==> src/rtl/xor_frame_checksum_pkg.sv <==
// Shared encodings for the frame checksum engine.
// State and mode constants used by the top and the bench.
package xor_frame_checksum_pkg;

   localparam logic [0:0] ACCUM = 1'b0;
   localparam logic [0:0] HOLD  = 1'b1;

   localparam logic MODE_XOR  = 1'b0;
   localparam logic MODE_XNOR = 1'b1;

endpackage

==> src/rtl/xor_frame_checksum_nor_xor_bit.sv <==
// Single-bit XOR cell built purely from two-input NOR gates.
// Inverters, cross terms, XNOR, then a final inverter.
module nor_xor_bit (
   input  logic a,
   input  logic b,
   output logic y
);

   logic na;
   logic nb;
   logic a_nb;
   logic na_b;
   logic xn;

   assign na   = ~(a | a);
   assign nb   = ~(b | b);
   // a & ~b and ~a & b expressed as NORs of the complements
   assign a_nb = ~(na | b);
   assign na_b = ~(a | nb);
   assign xn   = ~(a_nb | na_b);
   assign y    = ~(xn | xn);

endmodule

==> src/rtl/xor_frame_checksum.sv <==
// Frame-based XOR/XNOR checksum accumulator with valid/ready
// handshakes on both the word input and the checksum output.
module xor_frame_checksum
   import xor_frame_checksum_pkg::*;
#(
   parameter int WIDTH     = 8,
   parameter int FRAME_LEN = 4
) (
   input  logic             clk,
   input  logic             reset,
   input  logic             in_valid,
   output logic             in_ready,
   input  logic [WIDTH-1:0] in_data,
   input  logic             mode,
   output logic             out_valid,
   input  logic             out_ready,
   output logic [WIDTH-1:0] out_sum,
   output logic             out_parity,
   output logic [7:0]       frame_count
);

   localparam int CNT_W = (FRAME_LEN > 1) ? $clog2(FRAME_LEN) : 1;

   logic [0:0]       state;
   logic [WIDTH-1:0] acc;
   logic [WIDTH-1:0] acc_nxt;
   logic [WIDTH-1:0] sum;
   logic [CNT_W-1:0] word_cnt;
   logic             mode_q;
   logic             eff_mode;
   logic             accept;
   logic             first;
   logic             last;

   assign in_ready  = (state == ACCUM);
   assign out_valid = (state == HOLD);
   assign accept    = in_valid & in_ready;
   assign first     = (word_cnt == '0);
   assign last      = (word_cnt == CNT_W'(FRAME_LEN - 1));

   // The first word's mode applies; this also covers single-word frames.
   assign eff_mode  = first ? mode : mode_q;

   for (genvar i = 0; i < WIDTH; i++) begin : g_xor
      nor_xor_bit u_bit (
         .a (acc[i]),
         .b (in_data[i]),
         .y (acc_nxt[i])
      );
   end

   assign sum = acc_nxt ^ {WIDTH{eff_mode == MODE_XNOR}};

   always_ff @(posedge clk or posedge reset) begin
      if (reset) begin
         state       <= ACCUM;
         acc         <= '0;
         word_cnt    <= '0;
         mode_q      <= MODE_XOR;
         out_sum     <= '0;
         out_parity  <= 1'b0;
         frame_count <= 8'd0;
      end else begin
         unique case (state)
            ACCUM: begin
               if (accept) begin
                  acc <= acc_nxt;
                  if (first) mode_q <= mode;
                  if (last) begin
                     out_sum    <= sum;
                     out_parity <= ^sum;
                     word_cnt   <= '0;
                     state      <= HOLD;
                  end else begin
                     word_cnt <= word_cnt + CNT_W'(1);
                  end
               end
            end
            HOLD: begin
               if (out_ready) begin
                  acc         <= '0;
                  frame_count <= frame_count + 8'd1;
                  state       <= ACCUM;
               end
            end
            default: state <= ACCUM;
         endcase
      end
   end

endmodule

==> config.mk <==
export PLATFORM = sky130hd
export DESIGN_NAME = xor_frame_checksum
export DESIGN_NICKNAME = d
export VERILOG_FILES = /design/src/rtl/xor_frame_checksum_pkg.sv /design/src/rtl/xor_frame_checksum_nor_xor_bit.sv /design/src/rtl/xor_frame_checksum.sv
export SDC_FILE = /design/constraint.sdc
export NUM_CORES = 1
export LEC_CHECK = 0
export CAP_MARGIN = 10
export CORE_AREA = 2 2 72 47
export DETAILED_ROUTE_END_ITERATION = 10
export DIE_AREA = 0 0 74 49
export DONT_BUFFER_PORTS = 1
export PLACE_DENSITY = 0.7
export SYNTH_ARGS = -nofsm -noshare
export SYNTH_HDL_FRONTEND = slang
export SYNTH_HIERARCHICAL = 1
export SYNTH_SLANG_ARGS = --single-unit
==> constraint.sdc <==
create_clock -name clk -period 2.16 [get_ports clk]
set_clock_uncertainty 0.15 [all_clocks]
set_input_delay 0.432 -clock clk [delete_from_list [all_inputs] [get_ports clk]]
set_output_delay 0.432 -clock clk [all_outputs]
set_load 0.02 [all_outputs]
# [Word level (Yosys, flattened, before mapping)]
# Index checks and enable logic that the tools add are counted.
[word_totals] output_inout_bits=19 in_bits=13 word_cells=86 regBits=29
[op_classes] n_reduce_logical=6 n_mux=9 n_bitwise=59 addsub=2 eq_ne=3
[op_table] op="$not A1 Y1" count=33
[op_table] op="$or A1 B1 Y1" count=24
[op_table] op="$mux W8" count=2
[op_table] op="$pmux W8 S2" count=1
[op_table] op="$add A8 B1 Y8 const B" count=1
[op_table] op="$reduce_xor A8 Y1" count=1
[op_table] op="$xor A8 B8 Y8" count=1
[op_table] op="$reduce_and A2 Y1" count=3
[op_table] op="$mux W1" count=4
[op_table] op="$reduce_and A3 Y1" count=1
[op_table] op="$add A2 B1 Y2 const B" count=1
[op_table] op="$eq A2 B2 Y1 const B" count=1
[op_table] op="$logic_not A2 Y1" count=1
[op_table] op="$mux W2" count=1
[op_table] op="$ne A2 B1 Y1 const B" count=1
[op_table] op="$ne A2 B2 Y1 const B" count=1
[op_table] op="$pmux W1 S2" count=1
[op_table] op="$and A1 B1 Y1" count=1

# [Longest topological paths before layout]
[depth] depth_word=6 ltp_mapped=6

# [Hierarchy]
# The synthesis kept the hierarchy.
[by_module_without_submodules] module="xor_frame_checksum" area_per_inst_um2=1337.5 seq_area_each_um2=725.7 cells_per_inst=112 n_inst=1
[by_module_without_submodules] module="nor_xor_bit" area_per_inst_um2=8.8 seq_area_each_um2=0.0 cells_per_inst=1 n_inst=8

# [Least setup slack after synthesis]
# OpenSTA, ideal clock, no wires.
[synth_timing] path_type="reg-to-reg" start="reg word_cnt[0]" end="reg out_sum[1]" arrival_time_ns=1.264 setup_time_ns=0.126 required_ns=1.884 path_buffers=0 synth_period_minus_slack_ns=1.540 path_stages_with_launch=6 path_slack_ns=0.620 path_cell_list="dfrtp_1 > inv_1 > ha_1 > mux2i_4 > xor2_1 > o21ai_0"
[synth_between] elab_chain_len=3 elab_cells_between_ends=5 cone_classes="eq/ne: 1; mux: 1; bitwise: 1; reduce/logical: 2"
[synth_lines] element="from (decl)" line_no="xor_frame_checksum.sv:28" source="logic [CNT_W-1:0] word_cnt;"
[synth_lines] element="from (signal assigned)" line_no="xor_frame_checksum.sv:75" source="word_cnt <= word_cnt + CNT_W'(1);"
[synth_lines] element="$logic_not A2 Y1" line_no="xor_frame_checksum.sv:38" source="assign first = (word_cnt == '0);"
[synth_lines] element="$mux W1"
[synth_lines] element="$xor A8 B8 Y8" line_no="xor_frame_checksum.sv:52" source="assign sum = acc_nxt ^ {WIDTH{eff_mode == MODE_XNOR}};"
[synth_lines] element="to (signal assigned)" line_no="xor_frame_checksum.sv:70" source="out_sum <= sum;"
[synth_lines] element="to (decl)" line_no="xor_frame_checksum.sv:17" source="output logic [WIDTH-1:0] out_sum,"
# Several ways; a longest one is shown, not always the timed one.
# A chain may end at the register's enable or synchronous reset.

# [Worst setup path after layout]
[layout_timing] start="reg word_cnt[0]" end="reg out_sum[4]"
# The elaborated chain is that of the path after synthesis.

==> results.py <==
metrics = {
    "run_status": {
        "outcome": "complete, no violations",
    },
    "grt": {
        "antenna_found_initial": 0,
        "grt_pass1_wl_um": 4140,
        "grt_pass1_vias": 889,
        "grt_overflow_total": 0,
        "grt_max_degree": 30,
        "grt_usage": 0.161,
    },
    "yosys": {
        "synth_seq_cells": 29,
        "yosysTopAreaCellShare": 0.516,
        "syn_inst": 120,
        "yosysTopAreaCell": "dfrtp_1",
        "synth_nets": 136,
        "syn-cell-area_um2": 1410,
        "ys_warn_count": 6,
        "ys_seq_area_frac": 0.516,
        "synth.area.top_cells": "dfrtp_1, xor2_1, xnor2_1",
        "synth_cell_types": 25,
        "synth_area_per_cell_um2": 11.7,
    },
    "finish": {
        "postLayoutCoreUtil": 0.524,
        "syn2layout_area_growth_pct": 12.6,
        "regArea_um2": 726,
        "fin_nets": 143,
        "final_common_cell": "dfrtp_1",
        "n_antenna_cell": 0,
        "nFillCells": 274,
        "final_cell_mix": "dfrtp_1, xor2_1, nand2_1",
        "multiInputGateArea_um2": 629,
        "drive_above_1_share": 0.148,
    },
    "setup_path": {
        "cp_max_fo": 9,
        "criticalPathCategory": "register to register",
        "startpoint": "word_cnt[0]$_DFFE_PP0P_",
        "critPathLaunchType": "register",
        "ff2ff_path_depth": 5,
        "cp-end-kind": "register",
        "cp.arrival_ns": 1.76,
        "crit_path_top_delay_cell": "mux2i_4",
        "crit_required_ns": 2.18,
        "cpPeakStageDelay_ns": 0.46,
        "crit_chain": "inv_1, ha_1, mux2i_4, xor2_1, o21ai_0",
        "regToRegStartpoint": "word_cnt[0]$_DFFE_PP0P_",
    },
    "timing": {
        "worst_slew_pin_slew_ns": 0.433,
        "hold_viol": 0,
        "relSlewSlack": 0.705,
        "layout_setup_ws_ns": 0.415,
        "finalSetupViolCount": 0,
        "holdWs_ns": 0.101,
        "post-route-period-util": 0.808,
        "fin_tns_setup_ns": 0,
        "max_freq_mhz": 573,
        "min_period_ns": 1.75,
        "grt_setup_unrepaired": "false",
        "slew_violations": 0,
    },
    "placed_design": {
        "post-dp-hpwl_um": 1720,
        "portBuffers": 0,
        "dp_slack_ns": 0.437,
        "gp_congestion": 0.747,
    },
    "clock_tree": {
        "cts_made_buffers": 5,
        "clock_sinks": 29,
        "root_buffer": "clkbuf_8",
        "cts_setup_buffers": 0,
        "max-clock-path-buffers": 2,
        "cts_tree": "done",
        "clk_latency_ns": 0.28,
        "h-tree-depth": 2,
        "path_clk_slew_ns": 0.07,
    },
    "route": {
        "wirelength_um": 2430,
        "drtAntennaViolNets": 0,
        "post-route-drc-count": 0,
        "first_iter_violations": 8,
        "dr.pass1.iters": 4,
        "via_count": 839,
        "avgRoutedWirePerCell_um": 14.0,
        "routed_via_density": 4.85,
    },
    "min_path": {
        "hp-start": "out_ready",
        "holdPathStages": 1,
        "hp-class": "input port to register",
    },
    "power_and_ir_drop": {
        "vdd_drop_max_v": 0.000700,
        "power_density_nw_per_um2": 1730,
        "power_leakage_nw": 0.721,
        "fin_total_pwr_mw": 2.74,
    },
    "floorplanning": {
        "die_w_um": 74,
        "start_util": 0.466,
        "die-area_um2": 3630,
        "core.rowCount": 16,
        "die_h_um": 49,
        "core_um2": 3020,
        "pin_count": 32,
    },
    "run": {
        "cap_viol_max_count": 0,
    },
}
path summary, 6_finish.rpt:
check                                         end  slack, ns
setup / recovery           out_sum[4]$_DFFE_PP0P_       0.41
hold / removal                out_valid$_DFF_PP0_       0.10
setup reg to reg           out_sum[4]$_DFFE_PP0P_       0.41
hold reg to reg                acc[4]$_DFFE_PP0P_       0.36
max in group asynchronous      acc[5]$_DFFE_PP0P_       1.08
min in group asynchronous  out_sum[4]$_DFFE_PP0P_       0.51
power breakdown:
group          internal (mW)  switching, mW
Combinational          0.457          0.519
Clock                  0.458          0.213
Sequential             0.763          0.333
Total                   1.68           1.06
registers in the layout, indices dropped and copies added (netlist names):
| name | count |
|---|---|
| word_cnt | 2 |
| out_valid | 1 |
| acc | 8 |
| mode_q | 1 |
| frame_count | 8 |
| out_sum | 8 |
| out_parity | 1 |
worst max-delay path: cells and delay by family, from the launching register on:
kind	cells	cell delay [ns]
XOR/XNOR	1	0.23
adder cells (fa/ha/maj)	1	0.21
buffers and inverters	1	0.08
AO/OA/AOI/OAI	1	0.10
flip-flops	1	0.40
multiplexers	1	0.46
cell type report:
| type | count | share of cell area |
|---|---|---|
| Clock inverter | 3 | 0.0410 |
| Multi-Input combinational cell | 84 | 0.397 |
| Tap cell | 45 | 0.0355 |
| Sequential cell | 29 | 0.458 |
| Clock buffer | 5 | 0.0434 |
| Timing Repair Buffer | 3 | 0.0158 |
| Inverter | 4 | 0.00947 |
cell families (layout without fill, tap and decap cells):
family | count (synthesis) | after routing | synth area share
fa+ha+maj | 3 | 3 | 0.0267
simple gates | 27 | 27 | 0.0996
buf+inv | 7 | 15 | 0.0373
xor+xnor | 30 | 30 | 0.187
mux | 2 | 2 | 0.0240
compound gates | 22 | 22 | 0.110
flops | 29 | 29 | 0.516
synth_stat cells (all sizes together):
cell type  instances
ha                 3
nand4              1
a21oi              2
mux2               1
xor2              18
o21ai             12
dfrtp             29
a22o               8
nand3              1
and3               1
mux2i              1
nand2             18
xnor2             12
nor2b              1
nor2               4
buf                3
nor3               1
inv                4
layer usage:
layer,share of wire,track usage
met4,0.015,0.0636
met2,0.44,0.225
met1,0.46,0.193
met5,0,0
met3,0.088,0.110
metrics by stage:
stage	instance area, um^2	std cells
after floorplan	1410	120
after global placement	1440	164
after detailed placement	1440	164
after CTS	1590	173
after global routing	1590	173
final	1590	173
what timing repair did:
action                                 in CTS  in global routing
resized for setup                           0                  0
hold buffers                                1                  0
endpoints found under the hold margin      29                  0
setup endpoints to repair                   0                  0
No activity file was read; power rests on OpenSTA's default activity.
